## config.mk

```make
export PLATFORM = sky130hd
export DESIGN_NAME = div_seq_flat
export DESIGN_NICKNAME = d
export VERILOG_FILES = /design/src/rtl/div_if.sv /design/src/rtl/div_seq.sv /design/src/flat_wrapper.sv
export SDC_FILE = /design/constraint.sdc
export NUM_CORES = 1
export LEC_CHECK = 0
export CAP_MARGIN = 10
export CORE_AREA = 2 2 143 145
export CTS_CLUSTER_DIAMETER = 80
export DETAILED_ROUTE_END_ITERATION = 8
export DIE_AREA = 0 0 145 147
export PLACE_DENSITY = 0.81
export SKIP_LAST_GASP = 1
export SYNTH_ARGS = -nofsm -noshare
export SYNTH_HDL_FRONTEND = slang
export SYNTH_SLANG_ARGS = --single-unit
```

## constraint.sdc

```tcl
create_clock -name clk -period 7.35 [get_ports clk]
set_clock_uncertainty 0.15 [all_clocks]
set_input_delay 1.47 -clock clk [delete_from_list [all_inputs] [get_ports clk]]
set_output_delay 1.47 -clock clk [all_outputs]
set_load 0.1 [all_outputs]
```

## src/rtl/div_if.sv

```systemverilog
// ---------------------------------------------------------------------------
// div_if
//   Request/result bundle between the EX stage and the sequential divider.
//
//   signed_div_i  EX -> div   1 = DIV (signed), 0 = DIVU
//   opdata1_i     EX -> div   dividend
//   opdata2_i     EX -> div   divisor
//   start_i       EX -> div   request, held high until the result is consumed
//   annul_i       EX -> div   pipeline flush, aborts an in-flight division
//   result_o      div -> EX   {remainder, quotient}, valid while ready_o=1
//   ready_o       div -> EX   result valid
//
//   master : EX-stage side (drives the request)
//   slave  : divider side (drives the result)
// ---------------------------------------------------------------------------
interface div_if #(
    parameter int DW = 32
) ();
    logic            signed_div_i;
    logic [DW-1:0]   opdata1_i;
    logic [DW-1:0]   opdata2_i;
    logic            start_i;
    logic            annul_i;
    logic [2*DW-1:0] result_o;
    logic            ready_o;

    modport master (
        output signed_div_i,
        output opdata1_i,
        output opdata2_i,
        output start_i,
        output annul_i,
        input  result_o,
        input  ready_o
    );

    modport slave (
        input  signed_div_i,
        input  opdata1_i,
        input  opdata2_i,
        input  start_i,
        input  annul_i,
        output result_o,
        output ready_o
    );
endinterface

```

## src/rtl/div_seq.sv

```systemverilog
// ---------------------------------------------------------------------------
// div_seq
//   Multi-cycle radix-2 restoring divider for the EX-stage DIV/DIVU ops.
//   One quotient bit is produced per cycle; a DW-bit division takes DW
//   iterations plus one cycle to fix up signs and publish the result.
//   Divide-by-zero short-circuits to a zero result (no trap).
//
//   clk   in   rising-edge clock
//   rst   in   synchronous, active-high reset
//   bus   div_if.slave
//         signed_div_i / opdata1_i / opdata2_i / start_i / annul_i in,
//         result_o {remainder, quotient} / ready_o out (both registered)
// ---------------------------------------------------------------------------
module div_seq #(
    parameter int DW = 32
) (
    input  logic  clk,
    input  logic  rst,
    div_if.slave  bus
);
    localparam int            CW       = $clog2(DW) + 1;
    localparam logic [CW-1:0] CNT_LAST = CW'(DW);

    typedef enum logic [1:0] {
        FREE   = 2'd0,
        BYZERO = 2'd1,
        ON     = 2'd2,
        END    = 2'd3
    } state_t;

    // Two's-complement negation when en is set, pass-through otherwise.
    function automatic logic [DW-1:0] neg_if(input logic [DW-1:0] v, input logic en);
        return en ? (~v + DW'(1)) : v;
    endfunction

    state_t          state_q, state_d;
    logic [CW-1:0]   cnt_q, cnt_d;
    logic [2*DW:0]   dividend_q, dividend_d;
    logic [DW-1:0]   divisor_q, divisor_d;
    logic            sign1_q, sign1_d;
    logic            sign2_q, sign2_d;
    logic            signed_q, signed_d;
    logic [2*DW-1:0] result_d;
    logic            ready_d;

    logic [DW:0]          tmp;
    logic signed [DW-1:0] op1_s;
    logic signed [DW-1:0] op2_s;
    logic [DW-1:0]        op1_mag;
    logic [DW-1:0]        op2_mag;
    logic [DW-1:0]        quot_fin;
    logic [DW-1:0]        rem_fin;
    logic                 abort;

    // Operand magnitudes at capture; only signed requests take |x|.
    always_comb begin
        op1_s   = bus.opdata1_i;
        op2_s   = bus.opdata2_i;
        op1_mag = neg_if(bus.opdata1_i, bus.signed_div_i && (op1_s < 0));
        op2_mag = neg_if(bus.opdata2_i, bus.signed_div_i && (op2_s < 0));
    end

    // Trial subtraction of the divisor from the current partial remainder;
    // tmp[DW] set means the subtraction borrowed (restore).
    always_comb begin
        tmp = {1'b0, dividend_q[2*DW-1:DW]} - {1'b0, divisor_q};
    end

    // Sign fix-up: quotient is negative when operand signs differ, the
    // remainder takes the dividend's sign. -2^(DW-1)/-1 wraps naturally.
    always_comb begin
        quot_fin = neg_if(dividend_q[DW-1:0], signed_q && (sign1_q ^ sign2_q));
        rem_fin  = neg_if(dividend_q[2*DW:DW+1], signed_q && sign1_q);
    end

    assign abort = bus.annul_i || !bus.start_i;

    // Next-state and next-register logic.
    always_comb begin
        state_d    = state_q;
        cnt_d      = cnt_q;
        dividend_d = dividend_q;
        divisor_d  = divisor_q;
        sign1_d    = sign1_q;
        sign2_d    = sign2_q;
        signed_d   = signed_q;
        result_d   = bus.result_o;
        ready_d    = bus.ready_o;

        unique case (state_q)
            FREE: begin
                result_d = '0;
                ready_d  = 1'b0;
                if (bus.start_i && !bus.annul_i) begin
                    if (bus.opdata2_i == '0) begin
                        state_d = BYZERO;
                    end else begin
                        state_d    = ON;
                        cnt_d      = '0;
                        dividend_d = {{DW{1'b0}}, op1_mag, 1'b0};
                        divisor_d  = op2_mag;
                        sign1_d    = bus.opdata1_i[DW-1];
                        sign2_d    = bus.opdata2_i[DW-1];
                        signed_d   = bus.signed_div_i;
                    end
                end
            end

            BYZERO: begin
                if (abort) begin
                    state_d  = FREE;
                    result_d = '0;
                    ready_d  = 1'b0;
                end else begin
                    state_d  = END;
                    result_d = '0;
                    ready_d  = 1'b1;
                end
            end

            ON: begin
                if (abort) begin
                    state_d  = FREE;
                    result_d = '0;
                    ready_d  = 1'b0;
                end else if (cnt_q != CNT_LAST) begin
                    if (tmp[DW]) begin
                        dividend_d = {dividend_q[2*DW-1:0], 1'b0};
                    end else begin
                        dividend_d = {tmp[DW-1:0], dividend_q[DW-1:0], 1'b1};
                    end
                    cnt_d = cnt_q + CW'(1);
                end else begin
                    state_d  = END;
                    result_d = {rem_fin, quot_fin};
                    ready_d  = 1'b1;
                end
            end

            END: begin
                // annul_i has no effect here: the result is already final and
                // EX releases it by dropping start_i.
                if (!bus.start_i) begin
                    state_d  = FREE;
                    result_d = '0;
                    ready_d  = 1'b0;
                end
            end

            default: begin
                state_d  = FREE;
                result_d = '0;
                ready_d  = 1'b0;
            end
        endcase
    end

    // State register.
    always_ff @(posedge clk) begin
        if (rst) begin
            state_q <= FREE;
        end else begin
            state_q <= state_d;
        end
    end

    // Datapath and output registers.
    always_ff @(posedge clk) begin
        if (rst) begin
            cnt_q        <= '0;
            dividend_q   <= '0;
            divisor_q    <= '0;
            sign1_q      <= 1'b0;
            sign2_q      <= 1'b0;
            signed_q     <= 1'b0;
            bus.result_o <= '0;
            bus.ready_o  <= 1'b0;
        end else begin
            cnt_q        <= cnt_d;
            dividend_q   <= dividend_d;
            divisor_q    <= divisor_d;
            sign1_q      <= sign1_d;
            sign2_q      <= sign2_d;
            signed_q     <= signed_d;
            bus.result_o <= result_d;
            bus.ready_o  <= ready_d;
        end
    end
endmodule

```

## src/flat_wrapper.sv

```systemverilog
// flat-port wrapper written by rule: the top's interface ports become plain ports
module div_seq_flat 
#(
    parameter int DW = 32
)
  (clk, rst, bus_signed_div_i, bus_opdata1_i, bus_opdata2_i, bus_start_i, bus_annul_i, bus_result_o, bus_ready_o);
  div_if #(.DW(DW)) bus_i ();
  input  logic clk;
  input  logic rst;
  input wire logic [$bits(bus_i.signed_div_i)-1:0] bus_signed_div_i;
  input wire logic [$bits(bus_i.opdata1_i)-1:0] bus_opdata1_i;
  input wire logic [$bits(bus_i.opdata2_i)-1:0] bus_opdata2_i;
  input wire logic [$bits(bus_i.start_i)-1:0] bus_start_i;
  input wire logic [$bits(bus_i.annul_i)-1:0] bus_annul_i;
  output wire logic [$bits(bus_i.result_o)-1:0] bus_result_o;
  output wire logic [$bits(bus_i.ready_o)-1:0] bus_ready_o;
  assign bus_i.signed_div_i = bus_signed_div_i;
  assign bus_i.opdata1_i = bus_opdata1_i;
  assign bus_i.opdata2_i = bus_opdata2_i;
  assign bus_i.start_i = bus_start_i;
  assign bus_i.annul_i = bus_annul_i;
  assign bus_result_o = bus_i.result_o;
  assign bus_ready_o = bus_i.ready_o;
  div_seq #(.DW(DW)) u_core (.clk(clk), .rst(rst), .bus(bus_i));
endmodule
```

---- Word-level counts from Yosys, hierarchy flattened ----
Index checks and enable logic that the tools add are counted.
operators by class
  $add $sub $neg .......................... 6
  order comparisons ....................... 2
  eq/ne operators ......................... 10
  muxes and demuxes ....................... 31
  bitwise gates (word level) .............. 6
  reductions and logical operators ........ 16
operators by type and width
  cell                   number
  $mux 65                5
  $mux 64                3
  $pmux 64 s3            1
  $pmux 65 s2            1
  $add 32x1->32 const B  4
  $mux 32                4
  $not 32->32            4
  $lt 32x1->1 const B    2
  $sub 32x32->33         1
  $logic_not 32->1       1
  $mux 6                 4
  $mux 2                 6
  $pmux 6 s2             1
  $pmux 2 s4             1
  $add 6x1->6 const B    1
  $ne 2x2->1 const B     3
  $ne 6x6->1 const B     1
  $reduce_and 3->1       2
  $logic_and 1x1->1      5
  $reduce_and 5->1       1
  $eq 2x2->1 const B     2
  $mux 1                 4
  $ne 2x1->1 const B     2
  $pmux 1 s4             1
  other kinds (10)       11
word-level totals
  flip-flop bits (word level) ............. 173
  bits of input ports ..................... 69
  output and inout bits ................... 65
  logic and storage cells ................. 80

---- Longest topological paths before layout ----
Gate-level depths: netlist of the first run.
  depth in word-level cells ............... 6
  gate-level depth with buffers ........... 14
  gate-level depth less buffers ........... 12

---- Worst setup path before layout of the first run ----
No wires, ideal clock.
  path type ............................... input to register
  start ................................... input bus_opdata2_i[0]
  end ..................................... register u_core.dividend_q[64]
  setup time .............................. 0.120 ns
  arrival ................................. 3.721 ns
  data required time ...................... 7.080 ns
  setup slack ............................. 3.359 ns
  stages .................................. 11
  buffers on the path ..................... 0
  cells stage by stage .................... inv_1 ha_1 or4b_1 nand2b_1 nor4_4 nor4b_4 a21o_1 nor3b_1 a32o_1 a41oi_1 nand2_1
between the ends
  word-level cells in the longest chain between the ends .. 3
ends and longest elaborated chain
  what                        line                text
  start, declared             flat_wrapper.sv:12  input wire logic [$bits(bus_i.opdata2_i)-1:0] bus_opdata2_i;
  $logic_not 32->1            div_seq.sv:95       if (bus.opdata2_i == '0) begin
  $ne 2x2->1 (no line)        n/a
  $reduce_and 5->1 (no line)  n/a
  end signal, assigned        div_seq.sv:180      dividend_q <= dividend_d;
  end, declared               div_seq.sv:38       logic [2*DW:0] dividend_q, dividend_d;
Every way passes these cells.
A chain may end at the register's enable or synchronous reset.

---- Final worst setup path of the first run ----
  start ................................... input bus_opdata2_i[0]
  end ..................................... register u_core.dividend_q[63]
The elaborated chain is that of the path after synthesis.

==> impl_results.md, run 1 <==
- Clock slew at reported path FFs: 0.07 ns
- Number of flops mapped to enable cells by yosys: 0
- Area leader, netlist: dfxtp_1
- Synth area leaders: dfxtp_1 (32%), xnor2_1 (6.0%), xor2_1 (6.0%)
- Core area: 19,800 sq um
- Syn Std Cell Area: 10,700 sq um
- Outcome: finished, final reports clean
- Placement Cell Area: 12,200 sq um
- CP endpoint kind: flip-flop
- Post-synthesis mux area share: 0.0141
- Most frequent cell after synthesis: dfxtp_1
- Fin crit share: 0.697
- Crit path time final: 5.12 ns
- Largest family of logic cells by synthesized area: compound AO/OA/AOI/OAI gates
- GP Congestion: 0.908
- Total track usage: 0.269
- Sink Count: 173
- Int Pwr: 1.92 mW
- Post-CTS setup repair buffer count: 0
- Synth Area in Simple Gates: 0.195
- Register share of total power: 0.361
- Pwr dens: 233 nW/um^2
- Max Cap Viol: 0
- Row count: 52
- Setup Viol. Count Final: 0
- Fmax: 195 MHz
- Top cells by count, synth: dfxtp_1 (173), nor2_1 (161), nand2_1 (142)
- Largest stage delay, worst path: 0.48 ns
- CTS tree: built
- Initial core utilization: 0.540
- Leakage: 4.84 nW
- Mapped Cells: 1,380
- Synth async-reset ratio: 0
- Ant. Diodes: 0
- HP Class: reg -> reg
- Hpwl dp: 21,600 um
- Num CTS Buffers: 17
- Die Y: 147 um
- First-pass GRT wire length: 47,500 um
- Nets@finish: 1,582
- Crit path top cell by count: buf_4
- Post-CTS Hold Fix Bufs: 0
- Post-Synth XOR/XNOR Area: 0.120
- Number of fill cells: 1,693
- Worst Setup Start Kind: primary input
- Least-Margin Pin Slew: 1.06 ns
- Root Buffer: clkbuf_16
- Final slew viol count: 0
- CP max FO: 33
- Worst path top cell family by delay: simple AND/OR/NAND/NOR gates
- Unrepaired setup endpoints after global routing: no
- Share of total power in the clock network: 0.319
- Synthesis-to-layout area growth: 19.6%
- Logic gate share of total power: 0.320
- Synth unique cells: 58
- Maximum clock path buffer count: 2
- Vias in the first global route: 9,300
- Crit-path cells: clkdlybuf4s50_1, inv_1, ha_1, or4b_1, nand2b_1, nor4_4, nor4b_4, a21o_1, buf_4, nor3b_1, buf_4, nand2_1, nor4_1, a221o_1
- Setup TNS: 0 ns
- Design area: 12,800 sq um
- DRT antenna net count: 0
- Synth Area per Inst: 7.77 sq um
- Synth Area in Compound Gates: 0.247
- Net Sw Power: 1.07 mW
- Worst path required time: 7.53 ns
- Seq/Total Area, Yosys: 0.323
- Port bufs: 133
- Final hold violations: 0
- FF+latch count, synth: 173
- IO Pins: 134
- Post_cts resized: 0
- Wire per inst: 16.6 um
- Residual DRC: 0
- Die Wd: 145 um
- Worst VDD drop: 0.156 mV
- Bufs and invs on worst path: 4
- Layout cells sized above 1: 0.0418
- Initial antenna violation count: 0
- Sw Share: 0.359
- Detailed Route WL: 29,000 um
- Vias per inst: 5.90
- Critical Path AT: 5.30 ns
- Post-synthesis adder-cell area fraction: 0.0521
- Setup CP Type: in -> reg
- Die area: 21,300 sq um
- Grt total ovfl: 0
- Worst-Skew Late Latency: 0.44 ns
- Largest net degree at the start of global routing: 82
- H-Tree Depth: 4
- Synth Flop Type: dfxtp_1
- Slowest stage cell, crit path: or4b_1
- First-pass iteration count of the detailed router: 5
- Max-slew headroom: 0.294
- Synth warn: 0
- Synth top area share: 0.323
- Routed via count: 10,300
- DR iter-0 viols: 864
- Net count of the mapped netlist: 1,493
-- per-layer routing --
metal / vias up / share of wire / routed length [um] / track usage
met1: 4801 / 0.47 / 13600 / 0.395
li1: 5094 / - / - / -
met2: 399 / 0.44 / 12800 / 0.415
met3: 35 / 0.078 / 2270 / 0.0394
met5: - / 0 / 0 / 0
met4: 0 / 0.014 / 404 / 0.0728
-- state kept, by name, indices dropped and copies added, names as in the netlist --
signal / count
u_core.dividend_q: 65
u_core.bus.result_o: 64
u_core.divisor_q: 32
u_core.cnt_q: 6
u_core.state_q: 2
u_core.bus.ready_o: 1
u_core.sign1_q: 1
u_core.sign2_q: 1
u_core.signed_q: 1
-- path summary, 6_finish.rpt --
kind	slack, ns	startpoint	cells after the start	to
max	2.23	bus_opdata2_i[0]	14	u_core.dividend_q[63]
min	0.31	u_core.bus.result_o[23]	2	u_core.bus.result_o[23]
max reg2reg	2.88	u_core.divisor_q[0]	11	u_core.dividend_q[64]
min reg2reg	0.31	u_core.bus.result_o[23]	2	u_core.bus.result_o[23]
-- cell usage in the layout (no fill, tap or decap), types with 12 or more instances in the layout --
cell             count
a211oi_1            37
a21oi_1            114
mux2i_1             14
inv_1               58
nand2_1            142
dfxtp_1            173
xnor2_1             74
a31oi_1             12
a21o_1              22
nand3_1             16
ha_1                42
or3_1               16
clkbuf_16           17
o31ai_1             20
clkdlybuf4s50_1    132
nor3_1              34
xor2_1              73
nor2_1             159
a22oi_1             32
a22o_1              29
o21ai_0            102
buf_4               12
-- power by group through the flow --
stage	Sequential (mW)	Clock [mW]	Combinational [mW]
after detailed placement	1.10	0	0.935
after global routing	1.09	1.00	1.06
after floorplan	1.08	0	0.710
after global placement	1.09	0	0.920
final	1.08	0.952	0.958
after CTS	1.08	0.961	0.941
-- layout make-up --
type | count | area, sq um | area share
clock buffers | 19 | 443 | 0.0345
clock inverters | 13 | 178 | 0.0139
inverters | 58 | 218 | 0.0170
multi-input cells | 1074 | 6760 | 0.527
flip-flops and latches | 173 | 3460 | 0.270
well taps | 270 | 338 | 0.0263
repair buffers | 145 | 1430 | 0.111
-- cell families after synthesis --
kind of cell               count (synthesis)
DFF                                      173
muxes                                     15
adders and majority gates                 44
buffers and inverters                    133
xor gates and xnor gates                 147
and+or+nand+nor                          453
AOI/OAI and AO/OA                        415
-- metrics by stage --
stage	hold slack (ns)	worst slack, ns	utilization	instances	power, mW
2_1_floorplan	0.300	3.36	-	1380	1.79
3_3_place_gp	0.292	1.93	0.614	1719	2.01
3_5_place_dp	0.296	1.80	0.614	1719	2.03
4_1_cts	0.307	2.25	0.646	1751	2.98
5_1_grt	0.329	2.00	0.646	1752	3.15
6_report	0.309	2.23	0.646	1752	2.99
-- worst min-delay path, delay by kind of cell, from the launching register on --
family,cells,cell delay (ns)
DFF,1,0.31
and+or+nand+nor,1,0.05
AOI/OAI and AO/OA,1,0.05
Power figures use the tool's default switching activity.
==> inputs of run 2 (changes only) <==
- CORE_AREA: 2 2 143 145 -> 2 2 148 150
- DIE_AREA: 0 0 145 147 -> 0 0 150 152
- PLACE_DENSITY: 0.81 -> 0.8
- clock period: 7.35 -> 4.15 ns (I/O delays scaled with it)
==> run 2 against run 1 <==
Effect of this change: die area is 7.0% higher; combinational power is 85% higher; design area is 2.3% higher; core utilization is 3.2 points lower; power is 82% higher; register-to-register slack worse by 2.2 ns; wire length is 0.99% higher; via count is 0.61% higher; critical path type unchanged; largest cell class unchanged; largest power group unchanged.
==> impl_results.md, run 2 (same netlist as run 1, synthesis figures left out) <==
- Core area: 21,400 sq um (+7.6%)
- Biggest registers after layout: u_core.dividend_q x65, u_core.bus.result_o x64, u_core.divisor_q x32
- Fmax: 277 MHz
- Vias in the first global route: 9,373 (+0.78%)
- GP Congestion: 0.945 (+4.1%)
- Most common cell after layout, fill and taps aside: dfxtp_1
- Layout cells sized above 1: 0.0596 (+0.0178)
- Top reg by flops: u_core.dividend_q
- Register share of total power: 0.352 (-0.009)
- Die Wd: 150 um (+3.4%)
- Sink Count: 173 (unchanged)
- Residual DRC: 0 (unchanged)
- Root Buffer: clkbuf_16
- Worst VDD drop: 0.258 mV (+65%)
- Vias per inst: 5.81 (-1.5%)
- DR iter-0 viols: 977 (+13%)
- Nets@finish: 1,610 (+1.8%)
- First-pass iteration count of the detailed router: 9 (+4)
- Clock slew at reported path FFs: 0.07 ns (about the same)
- Maximum clock path buffer count: 2 (unchanged)
- Fin crit share: 0.870
- R2R setup slack: 0.73 ns (-2.15 ns)
- Crit path to: u_core.dividend_q[30]
- Placed insts: 1,757 (+2.2%)
- Max FFs per register: 65 (unchanged)
- Worst Setup Start Kind: primary input
- Worst path top cell family by delay: simple AND/OR/NAND/NOR gates
- Synthesis-to-layout area growth: 22.4%
- Setup TNS: 0 ns (unchanged)
- CP endpoint kind: flip-flop
- R2R cell count: 13 (+2)
- Worst path required time: 4.29 ns (-3.24 ns)
- Num CTS Buffers: 17 (unchanged)
- DRT antenna net count: 0 (unchanged)
- CP startpoint: bus_opdata2_i[12]
- Total track usage: 0.254 (-0.0158)
- Post_cts resized: 0 (unchanged)
- Share of total power in the clock network: 0.323 (+0.004)
- Logic gate share of total power: 0.326 (+0.006)
- IO Pins: 134 (unchanged)
- Crit path top cell by count: buf_4
- Die Y: 152 um (+3.4%)
- Max-slew headroom: 0.323 (+0.0287)
- Post-CTS setup repair buffer count: 0 (unchanged)
- Ant. Diodes: 0 (unchanged)
- Area of the multi-input gates: 6760 sq um (unchanged)
- Final slew viol count: 0 (unchanged)
- First-pass GRT wire length: 47,500 um (about the same)
- Leakage: 5.01 nW (+3.4%)
- Largest stage delay, worst path: 0.57 ns (+0.09 ns)
- Grt total ovfl: 0 (unchanged)
- Critical Path AT: 3.75 ns (-1.55 ns)
- Detailed Route WL: 29,300 um (+0.99%)
- Routed via count: 10,400 (+0.61%)
- Bufs and invs on worst path: 4 (unchanged)
- Outcome: finished, final reports clean
- Wire per inst: 16.4 um (-1.2%)
- Hpwl dp: 21,900 um (+1.4%)
- Port bufs: 133 (unchanged)
- Setup CP Type: in -> reg
- Register area: 3460 sq um (unchanged)
- Post-CTS Hold Fix Bufs: 0 (unchanged)
- Sw Share: 0.357 (-0.00209)
- H-Tree Depth: 4 (unchanged)
- Most frequent cells in the layout: dfxtp_1 (173), nor2_1 (159), nand2_1 (142)
- CTS tree: built
- Row count: 54 (+3.8%)
- Crit-path cells: clkdlybuf4s50_1, or4_4, or4_4, nor4_4, nor4b_4, buf_4, a21oi_2, buf_4, buf_4, mux2i_1, nor2_1
- Int Pwr: 3.50 mW (+83%)
- Initial antenna violation count: 0 (unchanged)
- Least-Margin Pin Slew: 1.01 ns (-0.0429 ns)
- Die area: 22,800 sq um (+7.0%)
- Worst hold margin: 0.316 ns (+0.00795 ns)
- Worst-Skew Late Latency: 0.44 ns (about the same)
- Setup Viol. Count Final: 0 (unchanged)
- R2R Path End: u_core.dividend_q[63]
- Unrepaired setup endpoints after global routing: no
- Crit Reg-Reg Startpoint: u_core.divisor_q[0]
- Max Cap Viol: 0 (unchanged)
- HP Class: reg -> reg
- Slowest stage cell, crit path: or4_4
- Net Sw Power: 1.94 mW (+81%)
- Initial core utilization: 0.502 (-0.0381)
- Post-layout util: 0.615 (-0.0315)
- Final hold violations: 0 (unchanged)
- Final Non-Filler Cells: 1,790 (+2.2%)
- Pwr dens: 415 nW/um^2 (+78%)
- Crit path time final: 3.61 ns
- Crit. path cell count: 11 (-3)
- Number of fill cells: 1,858 (+9.7%)
- Largest net degree at the start of global routing: 86 (+4.9%)
- CP max FO: 32 (-3.0%)
-- run 2: changes by cell type in the layout (fill, tap and decap cells not counted), sizes merged --
cell and delta:
inv -1, buf +28, clkinvlp +1, bufinv +1
clkinv -1
-- run 2: through the flow --
stage          power, mW  cell area (sq um)  worst slack (ns)
2_1_floorplan       3.18              10700             0.799
3_3_place_gp        3.62              12500             0.148
3_5_place_dp        3.66              12500             0.114
4_1_cts             5.40              13100             0.568
5_1_grt             5.70              13100             0.390
6_report            5.44              13100             0.541
-- run 2: layout make-up --
class,instances,share of cell area
Multi-Input combinational cell,1074,0.515
Inverter,58,0.0166
Sequential cell,173,0.264
Timing Repair Buffer,173,0.128
Clock inverter,13,0.0156
Tap cell,280,0.0267
Clock buffer,19,0.0337
-- run 2: power groups by stage --
stage | sequential (mW) | combinational [mW] | clock, mW
after detailed placement | 1.94 | 1.71 | 0
after global placement | 1.94 | 1.69 | 0
after floorplan | 1.92 | 1.26 | 0
after CTS | 1.91 | 1.73 | 1.76
after global routing | 1.92 | 1.95 | 1.82
final | 1.91 | 1.77 | 1.76
-- run 2: worst min path at each step --
stage                                       start                 endpoint  slack, ns  depth (start not counted)
final                     u_core.bus.result_o[32]  u_core.bus.result_o[32]       0.32                          2
after global routing      u_core.bus.result_o[23]  u_core.bus.result_o[23]       0.34                          2
after CTS                 u_core.bus.result_o[23]  u_core.bus.result_o[23]       0.32                          2
after detailed placement  u_core.bus.result_o[23]  u_core.bus.result_o[23]       0.30                          2
after global placement    u_core.bus.result_o[23]  u_core.bus.result_o[23]       0.30                          2
after floorplan             u_core.dividend_q[17]    u_core.dividend_q[17]       0.30                          2
-- run 2: worst min-delay path, delay by kind of cell (launching register included) --
family,cells,cell delay (ns)
AOI/OAI and AO/OA,1,0.05
and+or+nand+nor,1,0.06
DFF,1,0.32
-- run 2: per-layer routing --
metal,up-vias,wire length [um],global-route usage
li1,5153,-,-
met5,-,0,0
met1,4783,14000,0.388
met4,0,365,0.0588
met2,426,12600,0.376
met3,30,2310,0.0342
